==> src/rtl/muldiv_sequencer.sv <==
// muldiv_sequencer: multi-cycle RV32M MUL/DIV/DIVU/REM/REMU engine that
// borrows the core's shared ALU one iteration per cycle via req/grant.
// Optional feature macro: MULDIV_DIV_EN (division/remainder support).
// Without it only MUL is executed; funct3 1xx answers with an error.
module muldiv_sequencer #(
    parameter int XLEN = 32
) (
    input  logic            clk_i,
    input  logic            rst_ni,
    input  logic            req_valid_i,
    output logic            req_ready_o,
    input  logic [2:0]      req_funct3_i,
    input  logic [XLEN-1:0] req_rs1_i,
    input  logic [XLEN-1:0] req_rs2_i,
    output logic            resp_valid_o,
    input  logic            resp_ready_i,
    output logic [XLEN-1:0] resp_data_o,
    output logic            resp_err_o,
    output logic            alu_req_o,
    input  logic            alu_grant_i,
    output logic [3:0]      alu_control_op_o,
    output logic [XLEN-1:0] alu_a_o,
    output logic [XLEN-1:0] alu_b_o,
    input  logic [XLEN-1:0] alu_result_i
);

    localparam logic [3:0] ALU_ADD = 4'b0010;
    localparam logic [3:0] ALU_SUB = 4'b0110;
    localparam logic [XLEN-1:0] INT_MIN = {1'b1, {(XLEN-1){1'b0}}};

    typedef enum logic [2:0] {
        IDLE,
        NEG_A,
        NEG_B,
        MUL_ITER,
        DIV_ITER,
        FIX,
        DONE
    } state_t;

    state_t          r_state;
    state_t          w_state_nxt;
    state_t          w_first_state;
    logic [4:0]      r_cnt;
    logic [XLEN-1:0] r_acc;         // MUL accumulator / DIV partial remainder
    logic [XLEN-1:0] r_opa;         // MUL multiplicand / DIV quotient (|dividend| shifts out)
    logic [XLEN-1:0] r_opb;         // MUL multiplier / DIV |divisor|
    logic [XLEN-1:0] r_resp_data;
    logic            r_resp_err;

    logic            w_req_ready;
    logic            w_accept;
    logic            w_last;
    logic            w_alu_req;
    logic [3:0]      w_alu_op;
    logic [XLEN-1:0] w_alu_a;
    logic [XLEN-1:0] w_alu_b;
    logic [XLEN-1:0] w_first_data;
    logic            w_first_err;
    logic [XLEN-1:0] w_mul_nxt;

    assign w_req_ready = rst_ni && (r_state == IDLE);
    assign w_accept    = req_valid_i && w_req_ready;
    assign w_last      = (r_cnt == 5'd31);
    assign w_mul_nxt   = r_opb[0] ? alu_result_i : r_acc;

`ifdef MULDIV_DIV_EN
    logic            r_is_rem;
    logic            r_s1neg;
    logic            r_s2neg;
    logic [XLEN:0]   w_rem_sh;
    logic            w_ge;
    logic [XLEN-1:0] w_rem_nxt;
    logic [XLEN-1:0] w_quo_nxt;
    logic            w_fix;

    // Restoring step: shift next dividend bit into the remainder, subtract if it fits.
    assign w_rem_sh  = {r_acc, r_opa[XLEN-1]};
    assign w_ge      = (w_rem_sh >= {1'b0, r_opb});
    assign w_rem_nxt = w_ge ? alu_result_i : w_rem_sh[XLEN-1:0];
    assign w_quo_nxt = {r_opa[XLEN-2:0], w_ge};
    assign w_fix     = r_is_rem ? r_s1neg : (r_s1neg ^ r_s2neg);
`endif

    // Decode an incoming request into its first state and any immediate result.
    always_comb begin
        w_first_state = DONE;
        w_first_data  = '0;
        w_first_err   = 1'b0;
        case (req_funct3_i)
            3'b000: w_first_state = MUL_ITER;
`ifdef MULDIV_DIV_EN
            3'b100, 3'b101, 3'b110, 3'b111: begin
                if (req_rs2_i == '0) begin
                    w_first_data = req_funct3_i[1] ? req_rs1_i : '1;
                end else if (!req_funct3_i[0] && (req_rs1_i == INT_MIN) && (req_rs2_i == '1)) begin
                    w_first_data = req_funct3_i[1] ? '0 : INT_MIN;
                end else if (!req_funct3_i[0] && req_rs1_i[XLEN-1]) begin
                    w_first_state = NEG_A;
                end else if (!req_funct3_i[0] && req_rs2_i[XLEN-1]) begin
                    w_first_state = NEG_B;
                end else begin
                    w_first_state = DIV_ITER;
                end
            end
`endif
            default: w_first_err = 1'b1;
        endcase
    end

    // Next-state and ALU drive; every ALU state stalls while grant is low.
    always_comb begin
        w_state_nxt = r_state;
        w_alu_req   = 1'b0;
        w_alu_op    = 4'b0000;
        w_alu_a     = '0;
        w_alu_b     = '0;
        case (r_state)
            IDLE: begin
                if (w_accept) w_state_nxt = w_first_state;
            end
            MUL_ITER: begin
                w_alu_req = 1'b1;
                w_alu_op  = ALU_ADD;
                w_alu_a   = r_acc;
                w_alu_b   = r_opa;
                if (alu_grant_i && w_last) w_state_nxt = DONE;
            end
`ifdef MULDIV_DIV_EN
            NEG_A: begin
                w_alu_req = 1'b1;
                w_alu_op  = ALU_SUB;
                w_alu_b   = r_opa;
                if (alu_grant_i) w_state_nxt = r_s2neg ? NEG_B : DIV_ITER;
            end
            NEG_B: begin
                w_alu_req = 1'b1;
                w_alu_op  = ALU_SUB;
                w_alu_b   = r_opb;
                if (alu_grant_i) w_state_nxt = DIV_ITER;
            end
            DIV_ITER: begin
                w_alu_req = 1'b1;
                w_alu_op  = ALU_SUB;
                w_alu_a   = w_rem_sh[XLEN-1:0];
                w_alu_b   = r_opb;
                if (alu_grant_i && w_last) w_state_nxt = w_fix ? FIX : DONE;
            end
            FIX: begin
                w_alu_req = 1'b1;
                w_alu_op  = ALU_SUB;
                w_alu_b   = r_is_rem ? r_acc : r_opa;
                if (alu_grant_i) w_state_nxt = DONE;
            end
`endif
            DONE: begin
                if (resp_ready_i) w_state_nxt = IDLE;
            end
            default: w_state_nxt = IDLE;
        endcase
    end

    // Control registers: state, iteration counter and the response latch.
    always_ff @(posedge clk_i) begin
        if (!rst_ni) begin
            r_state     <= IDLE;
            r_cnt       <= '0;
            r_resp_data <= '0;
            r_resp_err  <= 1'b0;
        end else begin
            r_state <= w_state_nxt;
            if (w_accept) begin
                r_cnt       <= '0;
                r_resp_data <= w_first_data;
                r_resp_err  <= w_first_err;
            end else if (alu_grant_i) begin
                case (r_state)
                    MUL_ITER: begin
                        r_cnt <= w_last ? 5'd0 : r_cnt + 5'd1;
                        if (w_last) r_resp_data <= w_mul_nxt;
                    end
`ifdef MULDIV_DIV_EN
                    DIV_ITER: begin
                        r_cnt <= w_last ? 5'd0 : r_cnt + 5'd1;
                        if (w_last && !w_fix) r_resp_data <= r_is_rem ? w_rem_nxt : w_quo_nxt;
                    end
                    FIX: r_resp_data <= alu_result_i;
`endif
                    default: ;
                endcase
            end
        end
    end

    // Datapath registers: load operands on accept, advance one step per granted cycle.
    always_ff @(posedge clk_i) begin
        if (w_accept) begin
            r_acc <= '0;
            r_opa <= req_rs1_i;
            r_opb <= req_rs2_i;
`ifdef MULDIV_DIV_EN
            r_is_rem <= req_funct3_i[1];
            r_s1neg  <= !req_funct3_i[0] && req_rs1_i[XLEN-1];
            r_s2neg  <= !req_funct3_i[0] && req_rs2_i[XLEN-1];
`endif
        end else if (alu_grant_i) begin
            case (r_state)
                MUL_ITER: begin
                    r_acc <= w_mul_nxt;
                    r_opa <= r_opa << 1;
                    r_opb <= r_opb >> 1;
                end
`ifdef MULDIV_DIV_EN
                NEG_A: r_opa <= alu_result_i;
                NEG_B: r_opb <= alu_result_i;
                DIV_ITER: begin
                    r_acc <= w_rem_nxt;
                    r_opa <= w_quo_nxt;
                end
`endif
                default: ;
            endcase
        end
    end

    assign req_ready_o      = w_req_ready;
    assign resp_valid_o     = (r_state == DONE);
    assign resp_data_o      = r_resp_data;
    assign resp_err_o       = r_resp_err;
    assign alu_req_o        = w_alu_req;
    assign alu_control_op_o = w_alu_op;
    assign alu_a_o          = w_alu_a;
    assign alu_b_o          = w_alu_b;

endmodule

==> config.mk <==
export PLATFORM = sky130hd
export DESIGN_NAME = muldiv_sequencer
export DESIGN_NICKNAME = d
export VERILOG_FILES = /design/src/rtl/muldiv_sequencer.sv
export SDC_FILE = /design/constraint.sdc
export NUM_CORES = 1
export LEC_CHECK = 0
export BUFFER_PORTS_ARGS = -buffer_cell sky130_fd_sc_hd__buf_4
export CAP_MARGIN = 15
export CORE_AREA = 5 5 161 147
export CTS_CLUSTER_DIAMETER = 80
export DETAILED_ROUTE_END_ITERATION = 10
export DIE_AREA = 0 0 166 152
export SLEW_MARGIN = 20
export SYNTH_ARGS = -nofsm -noshare
export SYNTH_HDL_FRONTEND = slang
export SYNTH_SLANG_ARGS = --single-unit
export TNS_END_PERCENT = 30
==> constraint.sdc <==
create_clock -name clk_i -period 2.6 [get_ports clk_i]
set_input_delay 0.26 -clock clk_i [delete_from_list [all_inputs] [get_ports clk_i]]
set_output_delay 0.26 -clock clk_i [all_outputs]
set_load 0.05 [all_outputs]
==> run summary <==
Vias after detailed routing = 4,965
Total Routing Usage GR = 13.87%
Number of failing hold endpoints at the final stage = 0
Ports placed on the boundary = 208
Final routed wirelength across all metal layers = 17.98 mm
EDFF count, synth = 64
Synth Flop Type = sky130_fd_sc_hd__dfxtp_1
Number of global-route vias before repair = 5,107
Clock-pin transition on the worst setup and hold timing paths = 0.06 ns
Synthesis Warnings = 0
Cell chosen for the clock root = sky130_fd_sc_hd__clkbuf_16
TritonCTS clock tree = done
Startpoint type of the worst setup path = flip-flop
Via density per instance = 4.675
Yosys reg bits = 137
Clock buffers created by TritonCTS = 17
Post-DR wirelength/cell = 16.93 um
Total power divided by cell area = 622.7 nW/um^2
Largest area contributor in the netlist = sky130_fd_sc_hd__edfxtp_1
Adder-cell share of the synthesized area = 0.3906%
Initial DRT Pass Iterations = 4
Placed insts = 1,030
Internal cell power = 0.004107 W
Antenna violations before repair = 0
Netlist Area Pre-Place = 6406 sq um
Global-route wire length before repair = 28.37 mm
Area taken by multi-input logic gates = 2706 sq um
Area fraction of the dominant cell type after synthesis = 30.00%
Clock power share = 44.1%
Outcome = complete, no violations
Most common library cell in the layout ignoring fill and taps = sky130_fd_sc_hd__buf_4
Worst-case hold slack = 0.1158 ns
Final routed DRC violation total = 0
Fraction of power consumed by sequential logic = 44.6%
Final weighted congestion of routability-driven global placement = 0.7349
Initial cell density of the core = 29.04%
Share of total power consumed by net switching = 24.71%
Total of max-cap violations = 0
Register area share after synthesis = 52.81%
Number of nets in the finished design = 858
Layout Cells excl Fill = 1,062
Minimum period implied by the final worst setup slack = 2.386 ns
Biggest area contributors in the synthesized netlist = sky130_fd_sc_hd__edfxtp_1 (30%), sky130_fd_sc_hd__dfxtp_1 (23%), sky130_fd_sc_hd__mux2_2 (8.6%)
Rel. slew slack = 40.19%
Number of failing setup endpoints in the final timing report = 0
CTS-repair resized insts = 0
Worst Max-Slew Pin Slew = 0.8962 ns
Post-synthesis share of cell area spent on xor and xnor gates = 0.1367%
Core ar. = 22,060 sq um
Layout Area Growth over Synthesis = 36.72%
Antenna cells = 0
Source-to-sink clock delay at the later pin of the worst-skew pair = 0.41 ns
Min-Delay Path Class = in2reg
Sequential cell area = 3383 sq um
Level count of the clock H-tree = 4
Total Negative Setup Slacks = 0 ns
Maximum number of pins on one net before global-route repair = 65
Placement Rows = 52
First-iteration detailed-routing DRC count = 248
Logic gate share of total power = 11.2%
Synth Area in Compound Gates = 13.18%
Die Y-Extent = 152 um
Width of the chip = 166 um
Nature of the critical path endpoint = output pin
Simple-Gate Fraction of Synth Area = 12.09%
Data arrival time of the worst path = 2.13 ns
Total half-perimeter wirelength after legalization and detailed placement = 12.34 mm
Overall overflow remaining after global route = 0
Fraction of the cycle the final worst path needs = 91.77%
Library cells used by synthesis = 42
Longest Clk Path Bufs = 2
Leak Pwr = 3.504 nW
Number of clock sinks = 137
Most frequent cells in the layout = sky130_fd_sc_hd__buf_4 (215), sky130_fd_sc_hd__dfxtp_1 (73), sky130_fd_sc_hd__and2_1 (69)
Cts-stage hold buffer count = 0
WS Path Type = reg2out
Mean cell area of the mapped netlist = 11.30 sq um
Worst vdd ir = 0.3456 mV
Count of buffers inserted at the top-level ports = 204
Util after Layout = 39.71%
Residual antenna-violating net count after detailed routing = 0
Critical-path maximum fanout = 46
Achievable Freq = 0.4191 GHz
Post-synth ARST share = 0%
Multiplexer fraction of the synthesized cell area = 16.17%
Endpoint required time on the critical path = 2.34 ns
Switching power of the nets = 0.001347 W
Fin Clk Skew = 0.009906 ns
Area of the die = 25,230 sq um
Fraction of layout cells with a size suffix above 1 = 41.96%
Largest family of logic cells by synthesized area = multiplexers
Filler cell count = 2,162
Setup repair after global routing missed its margin = false
Number of cells produced by synthesis = 567
Number of setup buffers added after CTS = 0
Final Max Slew Viols = 0
[kinds of logic (layout without fill, tap and decap cells)]
family	Yosys count	after routing
compound gates	144	144
flops	137	137
simple gates	132	132
mux	92	92
buf+inv	58	254
fa+ha+maj	2	2
other cells	1	3
xor+xnor	1	1
[final timing paths]
| path | slack, ns | to | start | cells after the start |
|---|---|---|---|---|
| max | 0.21 | alu_a_o[31] | r_state[0] | 4 |
| min | 0.12 | r_state[0] | rst_ni | 2 |
| min reg2reg | 0.46 | r_cnt[4] | r_cnt[4] | 2 |
| max reg2reg | 0.62 | r_opa[1] | r_state[0] | 3 |
[power groups by stage]
stage | Combinational (W) | Clock (W) | Sequential [W]
5_1_grt | 0.000668 | 0.00256 | 0.00244
2_1_floorplan | 0.000403 | 0 | 0.00246
6_report | 0.000613 | 0.00241 | 0.00243
3_3_place_gp | 0.000618 | 0 | 0.00248
3_5_place_dp | 0.000623 | 0 | 0.00248
4_1_cts | 0.000624 | 0.00248 | 0.00243
[metal layers]
metal | vias to the layer above | GRT usage (%) | share of wire, %
li1 | 2433 | - | -
met4 | 0 | 4.321 | 1.7
met1 | 2344 | 18.54 | 47
met3 | 20 | 6.365 | 8.8
met2 | 168 | 20.04 | 42
met5 | - | 0 | 0
[state kept, by name, summed over array words and instances, names as in the netlist]
signal	count
r_acc	32
r_cnt	5
r_opa	32
r_opb	32
r_state	3
resp_data_o	32
resp_err_o	1
[area by class of cell]
| class | count | share of cell area (%) |
|---|---|---|
| Clock inverter | 15 | 1.714 |
| Multi-Input combinational cell | 374 | 30.90 |
| Inverter | 2 | 0.08571 |
| Clock buffer | 17 | 4.857 |
| Sequential cell | 137 | 38.63 |
| Tap cell | 297 | 4.243 |
| Timing Repair Buffer | 220 | 19.57 |
[synth_stat cells (2+ instances only)]
cell                       count
sky130_fd_sc_hd__dfxtp_1      73
sky130_fd_sc_hd__and2_1       69
sky130_fd_sc_hd__a21oi_1      68
sky130_fd_sc_hd__edfxtp_1     64
sky130_fd_sc_hd__mux2_2       49
sky130_fd_sc_hd__o21ai_0      36
sky130_fd_sc_hd__nand3_1      31
sky130_fd_sc_hd__mux2i_1      30
sky130_fd_sc_hd__a211oi_1     29
sky130_fd_sc_hd__clkbuf_1     22
sky130_fd_sc_hd__buf_2        18
sky130_fd_sc_hd__mux2_4       10
sky130_fd_sc_hd__nand2_1      10
sky130_fd_sc_hd__buf_4         9
sky130_fd_sc_hd__buf_6         6
sky130_fd_sc_hd__nor2_1        6
sky130_fd_sc_hd__a211oi_2      4
sky130_fd_sc_hd__and3_1        3
sky130_fd_sc_hd__mux2_1        3
sky130_fd_sc_hd__a31oi_1       2
sky130_fd_sc_hd__ha_1          2
sky130_fd_sc_hd__inv_1         2
sky130_fd_sc_hd__nor2b_1       2
[per-stage QoR]
| step | setup slack [ns] | area [sq um] | power (W) |
|---|---|---|---|
| 6_report | 0.2140 | 8758 | 0.005454 |
| 5_1_grt | 0.06823 | 8758 | 0.005673 |
| 4_1_cts | 0.1727 | 8758 | 0.005534 |
| 3_5_place_dp | 0.6318 | 8183 | 0.003102 |
| 3_3_place_gp | 0.6003 | 8183 | 0.003094 |
| 2_1_floorplan | 0.4116 | 6416 | 0.002867 |
[worst max-delay path, stage by stage, from the launching register on]
cell and delay, ns:
sky130_fd_sc_hd__dfxtp_1 0.51, sky130_fd_sc_hd__and3b_2 0.51, sky130_fd_sc_hd__buf_12 0.27, sky130_fd_sc_hd__and2_1 0.19
sky130_fd_sc_hd__buf_4 0.21
Note: power is estimated with default switching activity, not from simulation.
